## src/rtl/tmds_channel_decoder_pkg.sv

```systemverilog
// Shared constants and types for the TMDS receive-side channel decoder:
// control tokens, lock FSM states and default timing parameters.
package tmds_channel_decoder_pkg;

  localparam logic [9:0] TMDS_CTRL_00 = 10'h354;
  localparam logic [9:0] TMDS_CTRL_01 = 10'h0AB;
  localparam logic [9:0] TMDS_CTRL_10 = 10'h154;
  localparam logic [9:0] TMDS_CTRL_11 = 10'h2AB;

  typedef enum logic [1:0] {
    ST_SEARCH = 2'd0,
    ST_SLIP   = 2'd1,
    ST_LOCKED = 2'd2
  } state_t;

  localparam int DEF_CTRL_RUN       = 16;
  localparam int DEF_SEARCH_TIMEOUT = 4096;
  localparam int DEF_LOCK_TIMEOUT   = 4096;

endpackage

```

## src/rtl/tmds_word_decode.sv

```systemverilog
// Combinational TMDS 10b->8b decode of one aligned symbol, including the four
// control tokens. Shared by all three channel decoders.
module tmds_word_decode
  import tmds_channel_decoder_pkg::*;
(
  input  logic [9:0] q,
  output logic       is_ctrl,
  output logic [1:0] c,
  output logic [7:0] data
);

  logic [7:0] t;

  always_comb begin
    is_ctrl = 1'b1;
    c       = 2'b00;
    case (q)
      TMDS_CTRL_00: c = 2'b00;
      TMDS_CTRL_01: c = 2'b01;
      TMDS_CTRL_10: c = 2'b10;
      TMDS_CTRL_11: c = 2'b11;
      default:      is_ctrl = 1'b0;
    endcase
  end

  // q[9] undoes the optional inversion, q[8] selects XOR vs XNOR chaining.
  always_comb begin
    t       = q[9] ? ~q[7:0] : q[7:0];
    data    = 8'h00;
    data[0] = t[0];
    for (int i = 1; i < 8; i++) begin
      data[i] = q[8] ? (t[i] ^ t[i-1]) : ~(t[i] ^ t[i-1]);
    end
  end

endmodule

```

## src/rtl/tmds_channel_decoder.sv

```systemverilog
// One TMDS channel receiver: bit-offset search using control-token runs,
// two-stage align/decode pipeline, and lock supervision.
module tmds_channel_decoder
  import tmds_channel_decoder_pkg::*;
#(
  parameter int CTRL_RUN       = DEF_CTRL_RUN,
  parameter int SEARCH_TIMEOUT = DEF_SEARCH_TIMEOUT,
  parameter int LOCK_TIMEOUT   = DEF_LOCK_TIMEOUT
) (
  input  logic       clk,
  input  logic       rst,
  input  logic [9:0] tmds_word,
  output logic [7:0] data,
  output logic [1:0] c,
  output logic       de,
  output logic       locked,
  output logic [3:0] offset
);

  localparam int TMAX = (SEARCH_TIMEOUT > LOCK_TIMEOUT) ? SEARCH_TIMEOUT : LOCK_TIMEOUT;
  localparam int TW   = $clog2(TMAX);
  localparam int RW   = $clog2(CTRL_RUN + 1);

  state_t          state, state_next;
  logic [TW-1:0]   timer, timer_next;
  logic [RW-1:0]   run_cnt, run_next;
  logic [3:0]      offset_next;
  logic [9:0]      prev;
  logic [9:0]      aligned, aligned_next;
  logic [18:0]     window;
  logic            s1_is_ctrl;
  logic [1:0]      s1_c;
  logic [7:0]      s1_data;
  logic            count_en;
  logic            run_complete;

  // Offsets stop at 9, so the top bit of the 20-bit window is never selected.
  assign window = {tmds_word[8:0], prev};

  always_comb begin
    aligned_next = window[9:0];
    for (int i = 0; i < 10; i++) begin
      if (offset == 4'(i)) aligned_next = window[i +: 10];
    end
  end

  tmds_word_decode u_decode (
    .q       (aligned),
    .is_ctrl (s1_is_ctrl),
    .c       (s1_c),
    .data    (s1_data)
  );

  assign locked       = (state == ST_LOCKED);
  assign count_en     = (state != ST_SLIP);
  assign run_complete = count_en && s1_is_ctrl && (run_cnt >= RW'(CTRL_RUN - 1));

  always_comb begin
    run_next = run_cnt;
    if (count_en) begin
      if (!s1_is_ctrl)                   run_next = '0;
      else if (run_cnt != RW'(CTRL_RUN)) run_next = run_cnt + RW'(1);
    end

    state_next  = state;
    timer_next  = timer;
    offset_next = offset;
    case (state)
      ST_SEARCH: begin
        if (run_complete) begin
          state_next = ST_LOCKED;
          timer_next = '0;
        end else if (timer == TW'(SEARCH_TIMEOUT - 1)) begin
          offset_next = (offset == 4'd9) ? 4'd0 : offset + 4'd1;
          timer_next  = '0;
          run_next    = '0;
          state_next  = ST_SLIP;
        end else begin
          timer_next = timer + TW'(1);
        end
      end
      // Timer doubles as the two-cycle flush counter for the old-offset word.
      ST_SLIP: begin
        if (timer == TW'(1)) begin
          state_next = ST_SEARCH;
          timer_next = '0;
        end else begin
          timer_next = timer + TW'(1);
        end
      end
      ST_LOCKED: begin
        if (run_complete) begin
          timer_next = '0;
        end else if (timer == TW'(LOCK_TIMEOUT - 1)) begin
          state_next = ST_SEARCH;
          timer_next = '0;
          run_next   = '0;
        end else begin
          timer_next = timer + TW'(1);
        end
      end
      default: begin
        state_next = ST_SEARCH;
        timer_next = '0;
        run_next   = '0;
      end
    endcase
  end

  always_ff @(posedge clk) begin
    if (rst) begin
      state   <= ST_SEARCH;
      timer   <= '0;
      run_cnt <= '0;
      offset  <= 4'd0;
      prev    <= 10'd0;
      aligned <= 10'd0;
    end else begin
      state   <= state_next;
      timer   <= timer_next;
      run_cnt <= run_next;
      offset  <= offset_next;
      prev    <= tmds_word;
      aligned <= aligned_next;
    end
  end

  // c is deliberately not updated on data words so it keeps the last token.
  always_ff @(posedge clk) begin
    if (rst || !locked) begin
      data <= 8'h00;
      c    <= 2'b00;
      de   <= 1'b0;
    end else if (s1_is_ctrl) begin
      data <= 8'h00;
      c    <= s1_c;
      de   <= 1'b0;
    end else begin
      data <= s1_data;
      de   <= 1'b1;
    end
  end

endmodule
```

## config.mk

```make
export PLATFORM = sky130hd
export DESIGN_NAME = tmds_channel_decoder
export DESIGN_NICKNAME = d
export VERILOG_FILES = /design/src/rtl/tmds_channel_decoder_pkg.sv /design/src/rtl/tmds_word_decode.sv /design/src/rtl/tmds_channel_decoder.sv
export SDC_FILE = /design/constraint.sdc
export NUM_CORES = 1
export LEC_CHECK = 0
export CAP_MARGIN = 20
export CORE_ASPECT_RATIO = 0.5
export CORE_UTILIZATION = 30
export DETAILED_ROUTE_END_ITERATION = 8
export PLACE_DENSITY = 0.45
export SYNTH_ARGS = -nofsm -noshare
export SYNTH_HDL_FRONTEND = slang
export SYNTH_SLANG_ARGS = --single-unit
```

## constraint.sdc

```tcl
create_clock -name clk -period 2.6 [get_ports clk]
set_input_delay 0.26 -clock clk [delete_from_list [all_inputs] [get_ports clk]]
set_output_delay 0.26 -clock clk [all_outputs]
set_load 0.02 [all_outputs]
```

---- Word-level counts from Yosys, hierarchy flattened ----
Index checks and enable logic that the tools add are counted.
word-level totals
  bits of input ports ..................... 12
  latch bits .............................. 0
  flip-flop bits (word level) ............. 54
  bits in writable memories ............... 0
  ROM bits ................................ 0
  memories ................................ 0
  word-level logic and storage cells ...... 99
  output and inout port bits .............. 16
operators by class
  reduce and logical (&&, ||, !) cells .... 10
  multiplexer cells ....................... 37
  bitwise gates (word level) .............. 16
  add/sub/neg operators ................... 3
  eq/ne operators ......................... 23
  divide/modulo/power cells ............... 0
  $lt $le $gt $ge ......................... 1
  multiply operators ...................... 0
  shifts and indexed selects .............. 0
operator list
  cell                                                  count
  2-to-1 mux 10 bit                                     9
  2-to-1 mux 12 bit                                     3
  2-to-1 mux 5 bit                                      5
  case mux 12 bit (2 select lines)                      1
  equality test 10 bit, second input constant           2
  equality test 4 x 3 -> 1 bit, second input constant   4
  adder 12 x 1 -> 12 bit, second input constant         1
  equality test 12 x 1 -> 1 bit, second input constant  1
  equality test 12 bit, second input constant           1
  case mux 2 bit (3 select lines)                       2
  equality test 10 x 8 -> 1 bit, second input constant  1
  equality test 10 x 9 -> 1 bit, second input constant  1
  2-to-1 mux 2 bit                                      5
  case mux 5 bit (2 select lines)                       1
  2-to-1 mux 1 bit                                      9
  equality test 4 x 2 -> 1 bit, second input constant   2
  equality test 4 bit, second input constant            2
  2-to-1 mux 8 bit                                      1
  inverter 1 bit                                        8
  inverter 8 bit                                        1
  XOR 1 bit                                             7
  adder 5 x 1 -> 5 bit, second input constant           1
  >= comparator 5 x 4 -> 1 bit, second input constant   1
  != test 5 bit, second input constant                  1
  16 further kinds                                      20

---- Longest topological paths before layout ----
  depth after elaboration ................. 10
  gate-level depth with buffers ........... 8
  mapped depth without buffers ............ 7

---- Modules after synthesis ----
From an unflattened synthesis, not the netlist that was laid out.
second synthesis, totals
  cells, all modules ...................... 420
  area, all modules ....................... 3353.2 um^2
modules (own cells, without submodules)
  module                area an instance (um^2)  instances  cells an instance  sequential area each (um^2)
  tmds_channel_decoder  3074.2                   1          385                1081.0
  tmds_word_decode      279.0                    1          35                 0.0

---- Least setup slack after synthesis ----
OpenSTA, ideal clock, no wires.
  kind .................................... register to register
  start point ............................. register run_cnt[0]
  end point ............................... register run_cnt[0]
  setup time .............................. 148 ps
  setup slack ............................. 457 ps
  data arrival time ....................... 1995 ps
  buffers on the path ..................... 0
  data required time ...................... 2452 ps
  clock period less this slack ............ 2143 ps
  stages on the path, launching flop included .. 8
  cell sequence ........................... dfxtp_1 > ha_1 > and3_1 > ha_1 > a211o_1 > a21boi_2 > o311ai_0 > nor3_1
on the way
  word-level cells in the longest chain between the ends .. 7
  elaborated cells between the ends (all ways) .. 10
  those cells by class .................... 1 x add/sub; 1 x order compare; 1 x eq/ne; 6 x mux; 1 x reduce/logical
ends and longest elaborated chain
  item                                                          line                                                    text
  start: declaration                                            tmds_channel_decoder.sv:26                              logic [RW-1:0] run_cnt, run_next;
  start signal: assignment                                      tmds_channel_decoder.sv:121                             run_cnt <= run_next;
  adder 5 x 1 -> 5 bit / != test 5 bit (equally long branches)  tmds_channel_decoder.sv:62                              else if (run_cnt != RW'(CTRL_RUN)) run_next = run_cnt + RW'(1);
  2-to-1 mux 5 bit                                              tmds_channel_decoder.sv:62
  2-to-1 mux 5 bit                                              tmds_channel_decoder.sv:61                              if (!s1_is_ctrl) run_next = '0;
  2-to-1 mux 5 bit                                              tmds_channel_decoder.sv:60                              if (count_en) begin
  2-to-1 mux 5 bit                                              tmds_channel_decoder.sv:73, tmds_channel_decoder.sv:94
  2-to-1 mux 5 bit                                              tmds_channel_decoder.sv:92                              if (run_complete) begin
  case mux 5 bit (2 select lines) (*)                           tmds_channel_decoder.sv:68                              case (state)
Every way passes the cells marked *; elsewhere a longest branch is shown, timed or not.
A chain may end at the register's enable or synchronous reset.

---- Worst setup path after layout ----
  start point ............................. register timer[0]
  end point ............................... register offset[1]
on the way
  word-level cells in the longest chain between the ends .. 2
ends and longest elaborated chain
  item                                  line                         text
  start: declaration                    tmds_channel_decoder.sv:25   logic [TW-1:0] timer, timer_next;
  start signal: assignment              tmds_channel_decoder.sv:120  timer <= timer_next;
  equality test 12 bit                  tmds_channel_decoder.sv:73   end else if (timer == TW'(SEARCH_TIMEOUT - 1)) begin
  AND reduction 3 bit (no source line)  -
  end signal: assignment                tmds_channel_decoder.sv:122  offset <= offset_next;
  end: declaration                      tmds_channel_decoder.sv:17   output logic [3:0] offset
Every way passes these cells.

==> flow_metrics.env <==
export IMPL_outcome="finished clean"
export IMPL_tritoncts_num_buffers=5
export IMPL_worst_ir_drop_vdd_v=0.000245
export IMPL_htreeDepth=2
export IMPL_rows=26
export IMPL_worstRegToRegCells=6
export IMPL_die_height_um=76.3
export IMPL_p_comb_share_pct=7.3
export IMPL_max_freq_mhz=429
export IMPL_worst_r2r_endpoint="offset[1]"
export IMPL_cellPowerDensity_nw_per_um2=434
export IMPL_endpoint="offset[1]"
export IMPL_post_route_drc_count=0
export IMPL_clkPwrFrac_pct=41.3
export IMPL_worst_endpoint_required_ns=2.81
export IMPL_power_report_internal_total_mw=1.28
export IMPL_critPathMaxStageDelay_ns=0.48
export IMPL_power_switching_uw=430
export IMPL_nets=448
export IMPL_timing_max_cap_violations=0
export IMPL_unrepaired_setup_endpoints_after_global_routing="false"
export IMPL_path_max_fanout=8
export IMPL_seq_area_frac_synth_pct=32.7
export IMPL_cts_tree="built"
export IMPL_insertion_delay_to_the_later_sink_of_the_worst_skew_pair_ns=0.30
export IMPL_synth_lib_cells_used_distinct=67
export IMPL_synth_fp_nets=428
export IMPL_postCtsSetupBuffers=0
export IMPL_final_min_period_over_clock_period_pct=89.6
export IMPL_endpoint_kind="register"
export IMPL_worst_path_buf_inv=0
export IMPL_worst_slew_pin_transition_ns=0.715
export IMPL_via_count=3177
export IMPL_num_io_pins=28
export IMPL_synthToLayoutAreaGrowth_pct=18.8
export IMPL_grt_first_pass_wirelength_um=15500
export IMPL_hp_class="register to register"
export IMPL_setup_worst_path_class="register to register"
export IMPL_report_final_setup_viol=0
export IMPL_layout_area_seq_um2=1080
export IMPL_drt_initial_drc_count=319
export IMPL_core_region_area_um2=10500
export IMPL_post_route_min_period_ns=2.33
export IMPL_startpoint_class="register"
export IMPL_postRouteAntennaNets=0
export IMPL_synth_cell_area_um2=3310
export IMPL_cell_chosen_for_the_clock_root="clkbuf_16"
export IMPL_fp_dieW_um=151
export IMPL_grt_start_max_net_pins=35
export IMPL_ys_ff_latch=54
export IMPL_post_cts_hold_buffer_count=0
export IMPL_hold_worst_slack_ns=0.465
export IMPL_first_global_vias=2870
export IMPL_synth_warnings=0
export IMPL_arrival_ns=2.54
export IMPL_total_area_of_multi_input_combinational_cells_um2=2060
export IMPL_port_buffer_count=27
export IMPL_postLayoutCellArea_um2=3930
export IMPL_syn_avg_cell_area_um2=8.05
export IMPL_number_of_enable_flip_flop_cells_after_synthesis=0
export IMPL_layout_filler_cells=1080
export IMPL_report_final_slew_viol_count=0
export IMPL_viasPerCell=5.55
export IMPL_cells_along_the_critical_path="ha_1, and4_4, nand4_4, or3b_1, or4_1, a21oi_1"
export IMPL_post_dp_hpwl_um=7100
export IMPL_synth_async_sr_flop_share_pct=0
export IMPL_switching_share_pct=25.2
export IMPL_cts_buffer_depth=2
export IMPL_route_detailed_wl_per_inst_um=17.0
export IMPL_first_pass_iters=5
export IMPL_critical_path_reg2reg_startpoint="timer[0]"
export IMPL_post_synth_inst_count=411
export IMPL_slew_limit_headroom_pct=51.1
export IMPL_placed_cell_area_um2=3780
export IMPL_timing_reg2reg_setup_slack_ns=0.27
export IMPL_initial_antenna_violation_count=0
export IMPL_die_area_um2=11500
export IMPL_timing_critical_path_slowest_stage_cell="or4_1"
export IMPL_globalRoute_totalOverflow=0
export IMPL_clock_sinks=54
export IMPL_setup_tns_final_ns=0
export IMPL_timing_critical_path_depth=6
export IMPL_ctsResizeCount=0
export IMPL_finish_utilization_pct=37.5
export IMPL_place_congestion=0.863
export IMPL_cpLargestDelayFamily="simple AND/OR/NAND/NOR gates"
export IMPL_finClkSkew_ns=0.0106
export IMPL_static_leakage_power_nw=1.42
export IMPL_routed_wirelength_um=9750
export IMPL_grt_usage_pct=17.5
export IMPL_drive_gt1_share_pct=11.1
export IMPL_starting_density_of_the_core_pct=31.6
export IMPL_report_final_hold_viol_count=0
export IMPL_antenna_diode_count=0
export IMPL_clk_pin_slew_ns=0.08
export IMPL_timing_critical_path_from="timer[0]"
export IMPL_synth_ff_type="dfxtp_1"
export IMPL_power_frac_seq_pct=51.4
[synth_stat cells, drive strengths merged (3+ instances only)]
cell	n	area, µm²
inv	11	41.3
xnor2	18	158
a31oi	9	56.3
a211oi	8	60.1
nand4b	3	32.5
o22ai	5	31.3
dfxtp	54	1080
clkbuf	25	93.8
and3	6	37.5
nor3	19	95.1
nand4	5	46.3
and2	3	18.8
mux2	5	56.3
nor2b	16	100
a21oi	34	170
nor2	33	124
nand3	12	60.1
a22oi	6	45.0
o221ai	5	43.8
mux2i	8	80.1
nand2	21	78.8
nor4	6	37.5
nor4b	3	26.3
nand2b	11	68.8
a21o	3	22.5
a2111oi	5	43.8
or4b	3	30.0
and4	3	30.0
ha	5	62.6
o21ai	18	90.1
buf	9	38.8
xor2	3	26.3
[cells by family after synthesis]
group,after synthesis,share of synthesized area (%)
mux,14,4.80
fa+ha+maj,5,1.89
buf+inv,45,5.26
compound gates,112,22.0
simple gates,160,27.8
xor+xnor,21,5.56
flops,54,32.7
[cell usage in the layout (no fill, tap or decap), types with 4 or more instances in the layout]
master / n
a2111oi_0: 5
a211oi_1: 8
a21oi_1: 34
a22oi_1: 6
a31oi_1: 9
and3_1: 6
buf_4: 20
clkbuf_16: 5
clkdlybuf4s50_1: 27
dfxtp_1: 54
ha_1: 5
inv_1: 11
mux2_2: 5
mux2i_1: 8
nand2_1: 21
nand2b_1: 11
nand3_1: 12
nand4_1: 4
nor2_1: 33
nor2b_1: 16
nor3_1: 19
nor4_1: 6
o21ai_0: 18
o221ai_1: 5
o22ai_1: 5
xnor2_1: 18
[layout make-up]
type / count / share of cell area, %
clock inverters: 3 / 0.732
repair buffers: 47 / 10.7
clock buffers: 5 / 3.18
inverters: 11 / 1.05
multi-input cells: 312 / 52.4
well taps: 140 / 4.46
flip-flops and latches: 54 / 27.5
[power groups by stage]
stage	Clock [mW]	Sequential, mW	Combinational, mW
after detailed placement	0	0.895	0.124
final	0.704	0.877	0.125
after floorplan	0	0.880	0.0816
after global placement	0	0.896	0.125
after CTS	0.727	0.876	0.125
after global routing	0.753	0.879	0.135
[sequential cells by signal (all words and copies together), names as in the netlist]
signal,cells
aligned,10
timer,12
state,2
offset,4
de,1
prev,10
data,8
run_cnt,5
c,2
[per-layer routing]
metal | share of wire, % | track usage (%) | up-vias
met5 | 0 | 0 | -
met4 | 1.7 | 5.15 | 0
met3 | 6.6 | 4.73 | 24
met2 | 44 | 25.3 | 119
met1 | 48 | 25.1 | 1486
li1 | - | - | 1548
[worst min-delay path by stage]
stage               slack, ns         start  endpoint  cells after the start
floorplan                0.39  tmds_word[3]   prev[3]                      1
global placement         0.47          c[0]      c[0]                      2
detailed placement       0.46          c[0]      c[0]                      2
CTS                      0.47          c[0]      c[0]                      2
global route             0.50  tmds_word[9]   prev[9]                      2
finish                   0.46          c[0]      c[0]                      2
[worst min-delay path: stages (launching register included)]
cell     delay [ns]
dfxtp_1        0.31
nand2_1        0.05
a21oi_1        0.05
[stage by stage]
| step | setup WS (ns) | total power [mW] | cells |
|---|---|---|---|
| global route | 0.151 | 1.77 | 572 |
| global placement | 0.391 | 1.02 | 564 |
| detailed placement | 0.330 | 1.02 | 564 |
| CTS | 0.286 | 1.73 | 572 |
| finish | 0.271 | 1.71 | 572 |
| floorplan | 0.457 | 0.961 | 411 |
(Power assumes the default switching activity.)
